===== config.mk =====
export PLATFORM = sky130hd
export DESIGN_NAME = arith_unit_scheduler_flat
export DESIGN_NICKNAME = d
export VERILOG_FILES = /design/src/rtl/arith_unit_scheduler_if.sv /design/src/rtl/arith_unit_scheduler.sv /design/src/flat_wrapper.sv
export SDC_FILE = /design/constraint.sdc
export NUM_CORES = 1
export LEC_CHECK = 0
export ABC_CLOCK_PERIOD_IN_PS = 1980
export BUFFER_PORTS_ARGS = -buffer_cell sky130_fd_sc_hd__buf_2
export CORE_MARGIN = 2
export CORE_UTILIZATION = 40
export CTS_CLUSTER_DIAMETER = 50
export DETAILED_ROUTE_END_ITERATION = 10
export HOLD_SLACK_MARGIN = 0.12
export PLACE_DENSITY_LB_ADDON = 0.3
export SLEW_MARGIN = 20
export SYNTH_ARGS = -nofsm -noshare
export SYNTH_HDL_FRONTEND = slang
export SYNTH_SLANG_ARGS = --single-unit

===== constraint.sdc =====
create_clock -name clk -period 1.98 [get_ports clk]
set_input_delay 0.099 -clock clk [delete_from_list [all_inputs] [get_ports clk]]
set_output_delay 0.099 -clock clk [all_outputs]
set_load 0.005 [all_outputs]

===== src/rtl/arith_unit_scheduler_if.sv =====
// Request/response/ArithmeticUnit bundle for arith_unit_scheduler.
// The master side is the environment (requesters, AU, consumer); the slave side is the scheduler.
interface arith_unit_scheduler_if #(
  parameter int NUM_REQ = 4,
  parameter int WIDTH   = 4,
  parameter int ID_W    = 2
);
  logic [NUM_REQ-1:0]       ReqValid;
  logic [NUM_REQ-1:0]       ReqReady;
  logic [NUM_REQ*WIDTH-1:0] ReqA;
  logic [NUM_REQ*WIDTH-1:0] ReqB;
  logic [NUM_REQ*2-1:0]     ReqOpSel;
  logic [WIDTH-1:0]         AU_A;
  logic [WIDTH-1:0]         AU_B;
  logic [1:0]               AU_OpSel;
  logic [WIDTH-1:0]         AU_Result;
  logic                     AU_Overflow;
  logic                     RspValid;
  logic                     RspReady;
  logic [ID_W-1:0]          RspId;
  logic [WIDTH-1:0]         RspResult;
  logic                     RspOverflow;
  logic                     Busy;

  modport master (
    output ReqValid, ReqA, ReqB, ReqOpSel, AU_Result, AU_Overflow, RspReady,
    input  ReqReady, AU_A, AU_B, AU_OpSel, RspValid, RspId, RspResult, RspOverflow, Busy
  );

  modport slave (
    input  ReqValid, ReqA, ReqB, ReqOpSel, AU_Result, AU_Overflow, RspReady,
    output ReqReady, AU_A, AU_B, AU_OpSel, RspValid, RspId, RspResult, RspOverflow, Busy
  );
endinterface


===== src/rtl/arith_unit_scheduler.sv =====
// Round-robin scheduler sharing one combinational ArithmeticUnit between NUM_REQ requesters.
// state | meaning: IDLE = arbitrate/accept, EXEC = AU settling, RESP = hold response until consumed.
module arith_unit_scheduler #(
  parameter int NUM_REQ = 4,
  parameter int WIDTH   = 4,
  parameter int ID_W    = 2
) (
  input logic                  clk,
  input logic                  rst,
  arith_unit_scheduler_if.slave bus
);
  typedef enum logic [1:0] {IDLE, EXEC, RESP} state_t;

  state_t           r_state;
  logic [ID_W-1:0]  r_rr_ptr;
  logic [ID_W-1:0]  r_rsp_id;
  logic [WIDTH-1:0] r_au_a;
  logic [WIDTH-1:0] r_au_b;
  logic [1:0]       r_au_opsel;
  logic [WIDTH-1:0] r_rsp_result;
  logic             r_rsp_ovf;
  logic             r_rsp_valid;
  logic             r_busy;

  logic               w_found;
  logic [ID_W-1:0]    w_win;
  logic [ID_W-1:0]    w_next;
  logic [ID_W-1:0]    w_sel;
  logic [NUM_REQ-1:0] w_ready;
  logic [WIDTH-1:0]   w_a;
  logic [WIDTH-1:0]   w_b;
  logic [1:0]         w_op;

  // Search starts at rr_ptr so the last-served requester ends up lowest priority.
  always_comb begin
    w_found = 1'b0;
    w_win   = '0;
    w_sel   = '0;
    for (int k = 0; k < NUM_REQ; k++) begin
      w_sel = ID_W'((int'(r_rr_ptr) + k) % NUM_REQ);
      if (!w_found && bus.ReqValid[w_sel]) begin
        w_found = 1'b1;
        w_win   = w_sel;
      end
    end
  end

  always_comb begin
    w_a  = '0;
    w_b  = '0;
    w_op = '0;
    for (int i = 0; i < NUM_REQ; i++) begin
      if (ID_W'(i) == w_win) begin
        w_a  = bus.ReqA[i*WIDTH +: WIDTH];
        w_b  = bus.ReqB[i*WIDTH +: WIDTH];
        w_op = bus.ReqOpSel[i*2 +: 2];
      end
    end
  end

  assign w_next  = (w_win == ID_W'(NUM_REQ - 1)) ? '0 : w_win + 1'b1;
  assign w_ready = (r_state == IDLE && !rst && w_found) ? (NUM_REQ'(1) << w_win) : '0;

  always_ff @(posedge clk or posedge rst) begin
    if (rst) begin
      r_state      <= IDLE;
      r_rr_ptr     <= '0;
      r_rsp_id     <= '0;
      r_au_a       <= '0;
      r_au_b       <= '0;
      r_au_opsel   <= '0;
      r_rsp_result <= '0;
      r_rsp_ovf    <= 1'b0;
      r_rsp_valid  <= 1'b0;
      r_busy       <= 1'b0;
    end else begin
      case (r_state)
        IDLE: begin
          if (w_found) begin
            r_au_a     <= w_a;
            r_au_b     <= w_b;
            r_au_opsel <= w_op;
            r_rsp_id   <= w_win;
            r_rr_ptr   <= w_next;
            r_busy     <= 1'b1;
            r_state    <= EXEC;
          end
        end
        EXEC: begin
          r_rsp_result <= bus.AU_Result;
          r_rsp_ovf    <= bus.AU_Overflow;
          r_rsp_valid  <= 1'b1;
          r_state      <= RESP;
        end
        RESP: begin
          if (bus.RspReady) begin
            r_rsp_valid <= 1'b0;
            r_busy      <= 1'b0;
            r_state     <= IDLE;
          end
        end
        default: begin
          r_rsp_valid <= 1'b0;
          r_busy      <= 1'b0;
          r_state     <= IDLE;
        end
      endcase
    end
  end

  assign bus.ReqReady    = w_ready;
  assign bus.AU_A        = r_au_a;
  assign bus.AU_B        = r_au_b;
  assign bus.AU_OpSel    = r_au_opsel;
  assign bus.RspValid    = r_rsp_valid;
  assign bus.RspId       = r_rsp_id;
  assign bus.RspResult   = r_rsp_result;
  assign bus.RspOverflow = r_rsp_ovf;
  assign bus.Busy        = r_busy;
endmodule

===== src/flat_wrapper.sv =====
// flat-port wrapper written by rule: the top's interface ports become plain ports
module arith_unit_scheduler_flat 
#(
  parameter int NUM_REQ = 4,
  parameter int WIDTH   = 4,
  parameter int ID_W    = 2
)
  (clk, rst, bus_ReqValid, bus_ReqA, bus_ReqB, bus_ReqOpSel, bus_AU_Result, bus_AU_Overflow, bus_RspReady, bus_ReqReady, bus_AU_A, bus_AU_B, bus_AU_OpSel, bus_RspValid, bus_RspId, bus_RspResult, bus_RspOverflow, bus_Busy);
  arith_unit_scheduler_if #(.NUM_REQ(NUM_REQ), .WIDTH(WIDTH), .ID_W(ID_W)) bus_i ();
  input logic clk;
  input logic rst;
  input wire logic [$bits(bus_i.ReqValid)-1:0] bus_ReqValid;
  input wire logic [$bits(bus_i.ReqA)-1:0] bus_ReqA;
  input wire logic [$bits(bus_i.ReqB)-1:0] bus_ReqB;
  input wire logic [$bits(bus_i.ReqOpSel)-1:0] bus_ReqOpSel;
  input wire logic [$bits(bus_i.AU_Result)-1:0] bus_AU_Result;
  input wire logic [$bits(bus_i.AU_Overflow)-1:0] bus_AU_Overflow;
  input wire logic [$bits(bus_i.RspReady)-1:0] bus_RspReady;
  output wire logic [$bits(bus_i.ReqReady)-1:0] bus_ReqReady;
  output wire logic [$bits(bus_i.AU_A)-1:0] bus_AU_A;
  output wire logic [$bits(bus_i.AU_B)-1:0] bus_AU_B;
  output wire logic [$bits(bus_i.AU_OpSel)-1:0] bus_AU_OpSel;
  output wire logic [$bits(bus_i.RspValid)-1:0] bus_RspValid;
  output wire logic [$bits(bus_i.RspId)-1:0] bus_RspId;
  output wire logic [$bits(bus_i.RspResult)-1:0] bus_RspResult;
  output wire logic [$bits(bus_i.RspOverflow)-1:0] bus_RspOverflow;
  output wire logic [$bits(bus_i.Busy)-1:0] bus_Busy;
  assign bus_i.ReqValid = bus_ReqValid;
  assign bus_i.ReqA = bus_ReqA;
  assign bus_i.ReqB = bus_ReqB;
  assign bus_i.ReqOpSel = bus_ReqOpSel;
  assign bus_i.AU_Result = bus_AU_Result;
  assign bus_i.AU_Overflow = bus_AU_Overflow;
  assign bus_i.RspReady = bus_RspReady;
  assign bus_ReqReady = bus_i.ReqReady;
  assign bus_AU_A = bus_i.AU_A;
  assign bus_AU_B = bus_i.AU_B;
  assign bus_AU_OpSel = bus_i.AU_OpSel;
  assign bus_RspValid = bus_i.RspValid;
  assign bus_RspId = bus_i.RspId;
  assign bus_RspResult = bus_i.RspResult;
  assign bus_RspOverflow = bus_i.RspOverflow;
  assign bus_Busy = bus_i.Busy;
  arith_unit_scheduler #(.NUM_REQ(NUM_REQ), .WIDTH(WIDTH), .ID_W(ID_W)) u_core (.clk(clk), .rst(rst), .bus(bus_i));
endmodule

==> flow_summary.yaml <==
outcome:
  status: "complete, but fails checks"
  violated_checks: "setup timing"
power:
  worst_ir_drop_vdd_uv: 626
  p_total_mw: 3.15
  power.density_cell_area_nw_per_um2: 1340
  power.leakage_nw: 1.12
grt:
  grt_pass1_vias: 1559
  global_route.usage.total: 0.222
  globalRoute.totalOverflow: 0
  grt_first_pass_wirelength_um: 7110
  grt_max_degree: 22
  number_of_antenna_violations_at_the_first_check_in_global_routing: 0
logic_synthesis:
  syn_avg_cell_area_um2: 9.27
  ys_ff_latch: 23
  synthesis.nets: 206
  yosysSeqAreaShare: 0.414
  syn_inst: 150
  synth_area_um2: 1390
  synthDominantCellAreaShare: 0.414
  synthDistinctLibCells: 32
  ys.warnings.count: 0
  netlist_top_cells_area: "sky130_fd_sc_hd__dfrtp_1 41%, sky130_fd_sc_hd__a21oi_1 7.6%, sky130_fd_sc_hd__a221o_1 7.2%"
  synth.largest_area_cell: "sky130_fd_sc_hd__dfrtp_1"
timing:
  finClkSkew_ns: 0.00413
  finalWorstSetupSlack_ns: -0.0785
  post-route-min-period_ns: 2.06
  timing.final.crit_share: 1.04
  unrepaired_setup_endpoints_after_global_routing: "yes"
  setup_viol_count_final: 6
  setup-tns-final_ns: -0.207
  final-max-slew-violation-count: 0
  relSlewSlack: 0.682
  fmax_mhz: 486
  timing.final.hold_violations: 0
  timing_worst_slew_pin_value_ns: 0.476
routing:
  detail_route.first_pass.iterations: 4
  wire_length_per_cell_um: 15.1
  met2WireLength_um: 2320
  drt-met1-wl_um: 1990
  wirelength_um: 4570
  wl_met3_um: 253
  vias_per_cell: 5.28
  detailedRoute.firstIterationViolations: 56
  route.detailed.drc: 0
  top_signal_layer_used: "met4"
  postRouteAntennaNets: 0
  vias: 1596
die:
  die_y_um: 63.0
  rows: 21
  num_io_pins: 75
  design.core.area_um2: 3340
  floorplan.die.width_um: 63.0
  die_area_um2: 3960
  initial_utilization: 0.417
clocking:
  cts_max_level: 1
  cts-buffers-inserted: 3
  cts.root.buffer_cell: "sky130_fd_sc_hd__clkbuf_4"
  max-clock-path-buffers: 2
  clock_sink_count: 23
  worst_setup_hold_path_clk_slew_ns: 0.13
  clock_latency_ns: 0.31
  cts_tree: "yes"
cells_and_area:
  drive_gt1_frac: 0.508
  finish.net_count: 313
  final_area_um2: 2350
  n_antenna_cell: 0
  areaGrowthSynthToFinish_pct: 68.9
  post-route-util: 0.704
  filler_cell_count: 243
placement:
  dp_area_um2: 1910
  io_buffer_count: 74
  dp_hpwl_um: 2870
  gp_congestion: 0.775
setup_path:
  worstSetupPathType: "reg -> out"
  critical_path_peak_fanout: 6
  worstPathArrival_ns: 1.96
  worstSetupEndpoint: "bus_ReqReady[2]"
  critical_path.endpoint_type: "primary output"
  worstReg2RegStart: "u_core.r_rr_ptr[0]"
  critical_path.reg2reg.endpoint: "u_core.bus.AU_OpSel[1]"
  startpoint_class_of_the_critical_path: "flop"
  critPathRequiredTime_ns: 1.88
  regToRegSetupSlack_ns: -0.06
  number_of_cells_on_the_worst_reg_to_reg_path: 7
  cp_launch_point: "u_core.r_rr_ptr[1]"
min_path:
  min-delay-path-class: "in -> reg"
  hold_start: "bus_ReqB[9]"
run:
  timing.max_cap.violations: 0
[routing by layer]
| metal | vias up | global-route usage |
|---|---|---|
| li1 | 764 | - |
| met1 | 756 | 0.296 |
| met2 | 74 | 0.367 |
| met3 | 2 | 0.0324 |
| met4 | 0 | 0.0750 |
| met5 | - | 0 |
[cell families (layout without fill, tap and decap cells)]
| logic type | count (synthesis) | in the layout | share of synthesized area |
|---|---|---|---|
| buf+inv | 23 | 129 | 0.0684 |
| fa+ha+maj | 4 | 4 | 0.0360 |
| compound gates | 54 | 54 | 0.264 |
| flops | 23 | 23 | 0.414 |
| simple gates | 40 | 40 | 0.167 |
| mux | 6 | 6 | 0.0513 |
[metrics by stage]
stage | cells | worst slack, ns | hold slack (ns)
6_report | 302 | -0.0785 | 0.162
5_1_grt | 302 | -0.160 | 0.169
4_1_cts | 298 | -0.0391 | 0.140
3_5_place_dp | 273 | -0.0509 | 0.116
3_3_place_gp | 273 | -0.0179 | 0.118
2_1_floorplan | 150 | 0.0435 | 0.123
[where the power goes]
group / internal (mW) / total [mW] / switching (mW)
Combinational: 1.13 / 2.07 / 0.937
Sequential: 0.718 / 0.862 / 0.144
Clock: 0.0755 / 0.221 / 0.146
[cells in the final DEF (no fill, tap or decap), types with 2 or more instances in the layout]
master,Yosys,layout
sky130_fd_sc_hd__buf_4,0,13
sky130_fd_sc_hd__nor2_1,3,2
sky130_fd_sc_hd__o21a_1,2,2
sky130_fd_sc_hd__nand2_1,11,11
sky130_fd_sc_hd__mux2_2,5,5
sky130_fd_sc_hd__ha_4,0,4
sky130_fd_sc_hd__buf_2,1,72
sky130_fd_sc_hd__clkbuf_16,0,2
sky130_fd_sc_hd__inv_1,11,11
sky130_fd_sc_hd__o31ai_1,2,2
sky130_fd_sc_hd__and3_4,0,3
sky130_fd_sc_hd__and3_1,5,2
sky130_fd_sc_hd__a21oi_2,0,5
sky130_fd_sc_hd__nor2b_1,5,3
sky130_fd_sc_hd__buf_6,1,7
sky130_fd_sc_hd__nor2b_2,0,2
sky130_fd_sc_hd__a221o_1,10,10
sky130_fd_sc_hd__dfrtp_1,23,23
sky130_fd_sc_hd__dlygate4sd3_1,0,17
sky130_fd_sc_hd__clkbuf_4,0,3
sky130_fd_sc_hd__nand3b_1,10,10
sky130_fd_sc_hd__a21oi_1,21,16
sky130_fd_sc_hd__a31oi_1,10,10
[how the worst min path moves through the flow]
| stage | end | slack, ns | cells after the start |
|---|---|---|---|
| after floorplan | u_core.bus.AU_A[0] | 0.12 | 1 |
| after global placement | u_core.bus.RspOverflow | 0.12 | 3 |
| after detailed placement | u_core.bus.RspResult[0] | 0.12 | 3 |
| after CTS | u_core.bus.AU_A[1] | 0.14 | 4 |
| after global routing | u_core.bus.AU_B[1] | 0.17 | 4 |
| final | u_core.bus.AU_B[1] | 0.16 | 4 |
[state kept, by name, summed over array words and instances, names as in the netlist]
name                    flops
u_core.bus.AU_A             4
u_core.bus.RspValid         1
u_core.bus.RspResult        4
u_core.bus.Busy             1
u_core.bus.AU_OpSel         2
u_core.r_rr_ptr             2
u_core.r_state              2
u_core.bus.AU_B             4
u_core.bus.RspId            2
u_core.bus.RspOverflow      1
[synthesized netlist by cell type]
cell / instances
sky130_fd_sc_hd__a41oi_1: 1
sky130_fd_sc_hd__dfrtp_1: 23
sky130_fd_sc_hd__o21ai_0: 2
sky130_fd_sc_hd__nor2_1: 3
sky130_fd_sc_hd__a221o_1: 10
sky130_fd_sc_hd__a41o_1: 1
sky130_fd_sc_hd__a31oi_1: 10
sky130_fd_sc_hd__buf_6: 1
sky130_fd_sc_hd__nand2_2: 1
sky130_fd_sc_hd__nor4_1: 1
sky130_fd_sc_hd__ha_1: 4
sky130_fd_sc_hd__o21bai_1: 1
sky130_fd_sc_hd__clkbuf_1: 9
sky130_fd_sc_hd__nand2_1: 11
sky130_fd_sc_hd__a21oi_1: 21
sky130_fd_sc_hd__nor2b_1: 5
sky130_fd_sc_hd__mux2_2: 5
sky130_fd_sc_hd__nand3b_1: 10
sky130_fd_sc_hd__or2_2: 2
sky130_fd_sc_hd__or4_4: 1
sky130_fd_sc_hd__mux2_4: 1
sky130_fd_sc_hd__a21boi_0: 1
sky130_fd_sc_hd__nand3_1: 1
sky130_fd_sc_hd__o31ai_1: 2
sky130_fd_sc_hd__buf_2: 1
sky130_fd_sc_hd__a211oi_1: 1
sky130_fd_sc_hd__inv_1: 11
sky130_fd_sc_hd__inv_2: 1
sky130_fd_sc_hd__o21ba_2: 1
sky130_fd_sc_hd__and3_1: 5
sky130_fd_sc_hd__a21o_1: 1
sky130_fd_sc_hd__o21a_1: 2
[critical path: stages (launching register included)]
cell	delay, ns
sky130_fd_sc_hd__dfrtp_1	0.42
sky130_fd_sc_hd__nand2_1	0.08
sky130_fd_sc_hd__a211oi_2	0.24
sky130_fd_sc_hd__buf_4	0.17
sky130_fd_sc_hd__nor2_4	0.04
sky130_fd_sc_hd__buf_6	0.10
sky130_fd_sc_hd__ha_4	0.19
sky130_fd_sc_hd__buf_12	0.14
sky130_fd_sc_hd__and3_4	0.14
sky130_fd_sc_hd__buf_6	0.11
[what timing repair did]
action                                  CTS  global route
endpoints found under the hold margin    41             0
endpoints found under the setup margin   14            14
cloned                                    1             2
gates resized for setup                  13            24
hold buffers                             17             0
pin swaps                                 5            26
setup buffers                             3             4
[layout make-up]
type / count / area [um2] / area share
multi-input combinational: 104 / 838 / 0.357
timing repair buffer: 113 / 805 / 0.343
sequential: 23 / 576 / 0.245
tap: 46 / 57.6 / 0.0245
inverter: 12 / 45.0 / 0.0192
clock buffer: 3 / 22.5 / 0.00959
clock inverter: 1 / 5.00 / 0.00213
Power figures use the tool's default switching activity.
